File: config.mk
export PLATFORM = sky130hd
export DESIGN_NAME = bomb_fuse_timer
export DESIGN_NICKNAME = d
export VERILOG_FILES = /design/src/rtl/bomb_pkg.sv /design/src/rtl/bomb_fuse_timer_tick_event_counter.sv /design/src/rtl/bomb_fuse_timer.sv
export SDC_FILE = /design/constraint.sdc
export NUM_CORES = 1
export LEC_CHECK = 0
export CAP_MARGIN = 20
export CORE_UTILIZATION = 49
export CTS_CLUSTER_DIAMETER = 60
export DETAILED_ROUTE_END_ITERATION = 6
export GPL_TIMING_DRIVEN = 1
export HOLD_SLACK_MARGIN = 0.1
export PLACE_DENSITY = 0.82
export SLEW_MARGIN = 25
export SYNTH_ARGS = -nofsm -noshare
export SYNTH_HDL_FRONTEND = slang
export SYNTH_SLANG_ARGS = --single-unit
File: constraint.sdc
create_clock -name clk -period 2.1 [get_ports clk]
set_input_delay 0.42 -clock clk [delete_from_list [all_inputs] [get_ports clk]]
set_output_delay 0.42 -clock clk [all_outputs]
set_load 0.02 [all_outputs]
File: src/rtl/bomb_pkg.sv
// Shared types and widths for the bomb slot logic.
package bomb_pkg;

    localparam int COL_W_DEFAULT = 5;
    localparam int ROW_W_DEFAULT = 4;
    localparam int TICK_CNT_W    = 8;

    typedef enum logic [1:0] {
        IDLE      = 2'd0,
        ARMED     = 2'd1,
        EXPLODING = 2'd2
    } bomb_state_t;

endpackage

File: src/rtl/bomb_fuse_timer_tick_event_counter.sv
// Counts qua_sec pulses from 0 up to limit-1, then wraps to 0; terminal flags the last count.
module tick_event_counter
    import bomb_pkg::*;
(
    input  logic                  clk,
    input  logic                  reset,
    input  logic                  clear_i,
    input  logic                  tick_i,
    input  logic [TICK_CNT_W-1:0] limit_i,
    output logic [TICK_CNT_W-1:0] count_o,
    output logic                  terminal_o
);

    logic [TICK_CNT_W-1:0] count_q, count_d;

    assign count_o    = count_q;
    assign terminal_o = (count_q == (limit_i - TICK_CNT_W'(1)));

    always_comb begin
        count_d = count_q;
        if (clear_i) begin
            count_d = '0;
        end else if (tick_i) begin
            count_d = terminal_o ? '0 : count_q + TICK_CNT_W'(1);
        end
    end

    always_ff @(posedge clk) begin
        if (reset) begin
            count_q <= '0;
        end else begin
            count_q <= count_d;
        end
    end

endmodule

File: src/rtl/bomb_fuse_timer.sv
// One bomb slot: place -> fuse countdown in quarter seconds -> explosion window -> free.
module bomb_fuse_timer
    import bomb_pkg::*;
#(
    parameter int FUSE_TICKS    = 12,
    parameter int EXPLODE_TICKS = 4,
    parameter int WARN_TICKS    = 4,
    parameter int COL_W         = COL_W_DEFAULT,
    parameter int ROW_W         = ROW_W_DEFAULT
) (
    input  logic             clk,
    input  logic             reset,
    input  logic             qua_sec,
    input  logic             place_bomb,
    input  logic [COL_W-1:0] place_col,
    input  logic [ROW_W-1:0] place_row,
    input  logic             chain_hit,
    output logic             place_ack,
    output logic             bomb_active,
    output logic             bomb_visible,
    output logic [COL_W-1:0] bomb_col,
    output logic [ROW_W-1:0] bomb_row,
    output logic             exploding,
    output logic             explode_start,
    output logic             bomb_done,
    output bomb_state_t      state_dbg
);

    localparam logic [TICK_CNT_W-1:0] FUSE_LIM = TICK_CNT_W'(FUSE_TICKS);
    localparam logic [TICK_CNT_W-1:0] EXPL_LIM = TICK_CNT_W'(EXPLODE_TICKS);
    localparam logic [TICK_CNT_W:0]   FUSE_X   = (TICK_CNT_W+1)'(FUSE_TICKS);
    localparam logic [TICK_CNT_W:0]   WARN_X   = (TICK_CNT_W+1)'(WARN_TICKS);

    bomb_state_t           state_q, state_d;
    logic [COL_W-1:0]      col_q, col_d;
    logic [ROW_W-1:0]      row_q, row_d;
    logic                  blink_q, blink_d;
    logic                  ack_q, ack_d;
    logic                  start_q, start_d;
    logic                  done_q, done_d;

    logic                  cnt_clear, cnt_tick, cnt_terminal;
    logic [TICK_CNT_W-1:0] cnt_limit, tick_cnt;
    logic [TICK_CNT_W:0]   remaining;
    logic                  warn_now, warn_after_tick;

    assign cnt_limit = (state_q == EXPLODING) ? EXPL_LIM : FUSE_LIM;

    tick_event_counter u_tick_cnt (
        .clk        (clk),
        .reset      (reset),
        .clear_i    (cnt_clear),
        .tick_i     (cnt_tick),
        .limit_i    (cnt_limit),
        .count_o    (tick_cnt),
        .terminal_o (cnt_terminal)
    );

    // Blink phase flips on the tick that lands in the warning zone, so the
    // first warning quarter second is drawn dark.
    assign remaining       = FUSE_X - {1'b0, tick_cnt};
    assign warn_now        = (remaining <= WARN_X);
    assign warn_after_tick = ((remaining - (TICK_CNT_W+1)'(1)) <= WARN_X);

    always_comb begin
        state_d   = state_q;
        col_d     = col_q;
        row_d     = row_q;
        blink_d   = blink_q;
        ack_d     = 1'b0;
        start_d   = 1'b0;
        done_d    = 1'b0;
        cnt_clear = 1'b0;
        cnt_tick  = 1'b0;
        case (state_q)
            IDLE: begin
                cnt_clear = 1'b1;
                if (place_bomb) begin
                    state_d = ARMED;
                    col_d   = place_col;
                    row_d   = place_row;
                    blink_d = 1'b1;
                    ack_d   = 1'b1;
                end
            end
            ARMED: begin
                if (chain_hit) begin
                    state_d   = EXPLODING;
                    cnt_clear = 1'b1;
                    start_d   = 1'b1;
                end else if (qua_sec) begin
                    cnt_tick = 1'b1;
                    if (cnt_terminal) begin
                        state_d = EXPLODING;
                        start_d = 1'b1;
                    end else if (warn_after_tick) begin
                        blink_d = ~blink_q;
                    end
                end
            end
            EXPLODING: begin
                if (qua_sec) begin
                    cnt_tick = 1'b1;
                    if (cnt_terminal) begin
                        state_d = IDLE;
                        done_d  = 1'b1;
                    end
                end
            end
            default: state_d = IDLE;
        endcase
    end

    always_ff @(posedge clk) begin
        if (reset) begin
            state_q <= IDLE;
            col_q   <= '0;
            row_q   <= '0;
            blink_q <= 1'b1;
            ack_q   <= 1'b0;
            start_q <= 1'b0;
            done_q  <= 1'b0;
        end else begin
            state_q <= state_d;
            col_q   <= col_d;
            row_q   <= row_d;
            blink_q <= blink_d;
            ack_q   <= ack_d;
            start_q <= start_d;
            done_q  <= done_d;
        end
    end

    assign place_ack     = ack_q;
    assign bomb_active   = (state_q == ARMED);
    assign bomb_visible  = (state_q == ARMED) && (!warn_now || blink_q);
    assign bomb_col      = col_q;
    assign bomb_row      = row_q;
    assign exploding     = (state_q == EXPLODING);
    assign explode_start = start_q;
    assign bomb_done     = done_q;
    assign state_dbg     = state_q;

endmodule

Word-level counts from Yosys, hierarchy flattened
Index checks and enable logic that the tools add are counted.

Output and inout bits: 17. Register bits: 23.

$lt $le $gt $ge: 2. Reductions and logical operators: 12. Mux-type cells: 24. Bitwise logic cells: 4. Equality and inequality tests: 12. Add/sub/neg operators: 4.

Operators with widths (number): $le 9x3->1 const B (2); $mux 1 (12); $mux 2 (6); $ne 2x2->1 const B (5); $sub 4x8->9 const A (1); $sub 9x1->9 const B (1); $add 8x1->8 const B (1); $eq 8x8->1 (1); $mux 8 (1); $reduce_or 2->1 (4); $pmux 1 s2 (3); $pmux 2 s3 (1); $reduce_and 6->1 (1); $reduce_and 5->1 (1); $sub 4x1->5 const B (1); $mux 4 (1); $ne 2x1->1 const B (2); $not 1->1 (4); $ne 3x2->1 const B (1); $ne 3x3->1 const B (1); $eq 2x1->1 const B (1); $eq 2x2->1 const B (1); $logic_not 2->1 (1); $reduce_and 2->1 (1); other kinds (4) (4).

Depth between registers and ports, before layout
Word-level depth: 8. Mapped depth: 8.

Hierarchy
From an unflattened synthesis, not the netlist that was laid out.

Cells, all modules: 191. Area total of the unflattened synthesis: 1542.7 um2.

By module, submodules not included: bomb_fuse_timer (area an instance 918.4 um2, cells each 119, instances 1); tick_event_counter (area an instance 624.3 um2, cells each 72, instances 1).

Worst setup path after synthesis
OpenSTA, ideal clock, no wires.

Kind: reg-to-reg. Start: reg state_q[0] (netlist: state_dbg[0]). End: reg blink_q. Arrival time: 1852 ps. Cell stages (with the launch flop): 8. Library setup time: 127 ps. Period minus slack after synthesis: 1979 ps. Path slack: 121 ps. Cells stage by stage: dfxtp_1 ha_1 buf_2 nor4b_1 nand4_1 a2111oi_2 o31ai_1 mux2i_1.

Elaborated cells on any way between the ends: 14.

RTL lines: start: declaration (line bomb_fuse_timer.sv:34) `bomb_state_t state_q, state_d;`; start signal: assignment (line bomb_fuse_timer.sv:124) `state_q <= state_d;`; $eq 2x1->1 *; named net bomb_active (line bomb_fuse_timer.sv:19) `output logic bomb_active,`; $ne 2x2->1 (no source line), or another cell as far along; $reduce_and 6->1 (no source line); end signal: assignment (line bomb_fuse_timer.sv:127) `blink_q <= blink_d;`; end: declaration (line bomb_fuse_timer.sv:37) `logic blink_q, blink_d;`.

The timed path passes the listed nets; every way through them passes the cells marked *. A chain may end at the register's enable or synchronous reset.

Worst setup path in the final report
Start: reg u_tick_cnt.count_q[2] (netlist: u_tick_cnt.count_o[2]). End: out bomb_visible.

Word-level cells in the longest chain between the ends: 5.

Ends and longest elaborated chain: start: declaration (line bomb_fuse_timer_tick_event_counter.sv:14) `logic [TICK_CNT_W-1:0] count_q, count_d;`; start signal: assignment (line bomb_fuse_timer_tick_event_counter.sv:32) `count_q <= count_d;`; $sub 4x8->9 (line bomb_fuse_timer.sv:61) `assign remaining = FUSE_X - {1'b0, tick_cnt};`; $le 9x3->1 (line bomb_fuse_timer.sv:62) `assign warn_now = (remaining <= WARN_X);`; $logic_not 1->1 (line bomb_fuse_timer.sv:136) `assign bomb_visible = (state_q == ARMED) && (!warn_now || blink_q);`; $logic_or 1x1->1 (line bomb_fuse_timer.sv:136); $logic_and 1x1->1 (line bomb_fuse_timer.sv:136); end: declaration (line bomb_fuse_timer.sv:20) `output logic bomb_visible,`.

Every way passes these cells.

==> results.toml <==
[setup_path]
slowest_delay_ns = 0.38
crit_chain = "ha_2, a21bo_2, o211ai_1, o41a_1, buf_6"
regToRegSetupSlack_ns = 0.10
cp-start-kind = "flip-flop"
reg2regPathDepth = 7
cp-end-kind = "output pin"
r2r-end = "blink_q"
crit_fanout = 5
critical_path_class = "reg2out"
worstPathRequired_ns = 1.68
slowest_stage = "dfxtp_4"
critical_path_arrival_ns = 1.64
regToRegStartpoint = "state_dbg[1]"

[pwr]
power_density_nw_per_um2 = 521
pwr-share-clk = 0.207
irDropWorstVdd_v = 0.000480
combPwrFrac = 0.309
p_seq_frac = 0.485
switching_share = 0.319
power_switching_w = 0.000312
internal-power_w = 0.000666
p_leak_nw = 0.739

[floorplan]
ios = 31
start_util = 0.519
die_area_um2 = 2860
fp.dieW_um = 53.5
die_h_um = 53.5
fp.coreArea_um2 = 2500
row_count = 18

[logic_synthesis]
netlist_area_um2 = 1300
yosys.area.top_type = "dfxtp_1"
synth_ff_type = "dfxtp_1"
synth_seq_area_share = 0.355
syn-num-nets = 176
synth_top_area_share = 0.355
synth_cell_types = 35
syn_area_per_cell_um2 = 8.48
synthTopCellsByArea = "dfxtp_1 (35%), ha_1 (8.7%), nand2_1 (6.9%), nor2_1 (5.8%), xnor2_1 (4.7%)"
synth.most_common_cell = "nand2_1"
synth_edf_count = 0
synthTopCellsByCount = "nand2_1 (24), dfxtp_1 (23), nor2_1 (20)"
synthArstFlopShare = 0
syn_inst = 153
yosysWarnings = 0
synth_seq_cells = 23

[outcome]
outcome = "completed"

[job]
cap_viol_max_count = 0

[route]
wirelength_mm = 3.44
ant_nets = 0
firstDrtPassIters = 4
drt_iter0_drc = 46
vias_per_cell = 5.41
wire_per_inst_um = 14.7
post-route-drc-count = 0
num_vias = 1265

[timing]
hold_viol = 0
period_minus_slack_ns = 2.06
worst_pin_slew_ns = 0.498
relSlewSlack = 0.667
fin_crit_sh = 0.979
setup_violations = 0
slew_violations = 0
setup_ws_ns = 0.0446
fmax_mhz = 487
timing.clock.skew_ns = 0.0175
rsz0062_at_grt = "true"

[clock_network]
cts.clk_slew.worst_paths_ns = 0.13
cts_tree = "yes"
cts_sinks = 23
clockBufferDepth = 2
cts_inserted_buffers = 3
cts.hold.buffers_added = 0
cts_root_buf = "clkbuf_4"
htree_levels = 1
clkLatencyLatePin_ns = 0.32

[cells_and_area]
insertedDiodeCount = 0
layout-drive-gt1-share = 0.235
syn2layout_area_growth_pct = 44.7
design_area_um2 = 1880
fin_nets = 228

[global_route]
grt_max_degree = 17
track_usage = 0.247
antenna_found_initial = 0
grt_pass1_vias = 1174
grt_overflow = 0
grt_pass1_wl_mm = 5.09

[placement]
io_buffers = 30
dp.final_hpwl_mm = 2.38
postPlaceCellArea_um2 = 1710
pre_cts_ws_ns = -0.0884
place_congestion = 0.806

[hold_path]
hold_end = "bomb_row[0]"
hold_path.startpoint = "bomb_row[0]"
hold_path_class = "reg2reg"
holdPathStages = 2
[power groups by stage]
stage	Sequential [W]	Combinational, W	Clock (W)
finish	0.000474	0.000302	0.000202
global route	0.000477	0.000321	0.000223
CTS	0.000476	0.000293	0.000209
detailed placement	0.000485	0.000297	0
global placement	0.000483	0.000291	0
floorplan	0.000514	0.000139	0
[worst max-delay path by stage]
| stage | cells past startpoint | startpoint | to |
|---|---|---|---|
| after floorplan | 7 | state_dbg[0] | blink_q |
| after global placement | 5 | u_tick_cnt.count_o[1] | bomb_visible |
| after detailed placement | 6 | u_tick_cnt.count_o[0] | bomb_visible |
| after CTS | 6 | u_tick_cnt.count_o[0] | bomb_visible |
| after global routing | 6 | u_tick_cnt.count_o[0] | bomb_visible |
| final | 5 | u_tick_cnt.count_o[2] | bomb_visible |
[repair_timing]
| action | CTS | global route |
|---|---|---|
| pin swaps | 1 | 3 |
| setup endpoints to repair | 3 | 2 |
| resized for setup | 12 | 14 |
| setup buffers | 8 | 2 |
[sequential cells by signal (all words and copies together), names as in the netlist]
| register | cells |
|---|---|
| explode_start | 1 |
| bomb_col | 5 |
| place_ack | 1 |
| blink_q | 1 |
| bomb_done | 1 |
| u_tick_cnt.count_o | 8 |
| bomb_row | 4 |
| state_dbg | 2 |
[cell type report]
class                   instances  area (um^2)
repair buffers                 55          487
fillers                       166          622
clock buffers                   3         22.5
well taps                      30         37.5
multi-input cells             116          835
flip-flops and latches         23          469
inverters                       6         22.5
clock inverters                 1         5.00
[metrics by stage]
stage                util  TNS [ns]  power, W  cells  hold WS (ns)
finish              0.751         0  0.000979    234         0.462
global route        0.751  -0.00740   0.00102    234         0.479
CTS                 0.725         0  0.000977    233         0.464
global placement    0.686   -0.0266  0.000774    221         0.441
floorplan               -         0  0.000652    153         0.535
detailed placement  0.686   -0.0884  0.000782    221         0.445
[worst max-delay path: cells and delay by family, from the launching register on]
| kind | cells | cell delay [ns] |
|---|---|---|
| buf+inv | 1 | 0.14 |
| compound gates | 3 | 0.62 |
| flops | 1 | 0.38 |
| fa+ha+maj | 1 | 0.19 |
[logic make-up after synthesis]
| kind of cell | Yosys count | synth area share |
|---|---|---|
| and+or+nand+nor | 64 | 0.254 |
| AOI/OAI and AO/OA | 28 | 0.151 |
| DFF | 23 | 0.355 |
| buffers and inverters | 14 | 0.0492 |
| xor gates and xnor gates | 12 | 0.0810 |
| adders and majority gates | 9 | 0.0868 |
| muxes | 3 | 0.0231 |
[layer usage]
layer  vias up  global-route usage  routed length, um
met1       593               0.276               1430
li1        623                   -                  -
met2        41               0.442               1780
met5         -                   0                  0
met4         0              0.0746                 67
met3         8              0.0718                161
[layout by cell type, fill, tap and decap left out, types with 2 or more instances in the layout]
cell type        instances
a211oi_1                 2
clkdlybuf4s50_1         27
nand4_1                  2
a21o_1                   2
ha_1                     7
inv_2                    2
o21ai_1                  3
a21oi_1                 10
buf_4                   25
nand3_1                  2
dfxtp_2                  4
xnor2_1                  6
nor3b_1                  2
mux2i_1                  3
o211ai_1                 2
nand2_1                 24
inv_1                    4
dlygate4sd2_1            2
nand2b_1                 3
nor2_1                  20
xor2_1                   5
nor3_1                   2
and2_1                   2
dfxtp_1                 18
clkbuf_4                 3
o21ai_0                  2
Note: power is estimated with default switching activity, not from simulation.
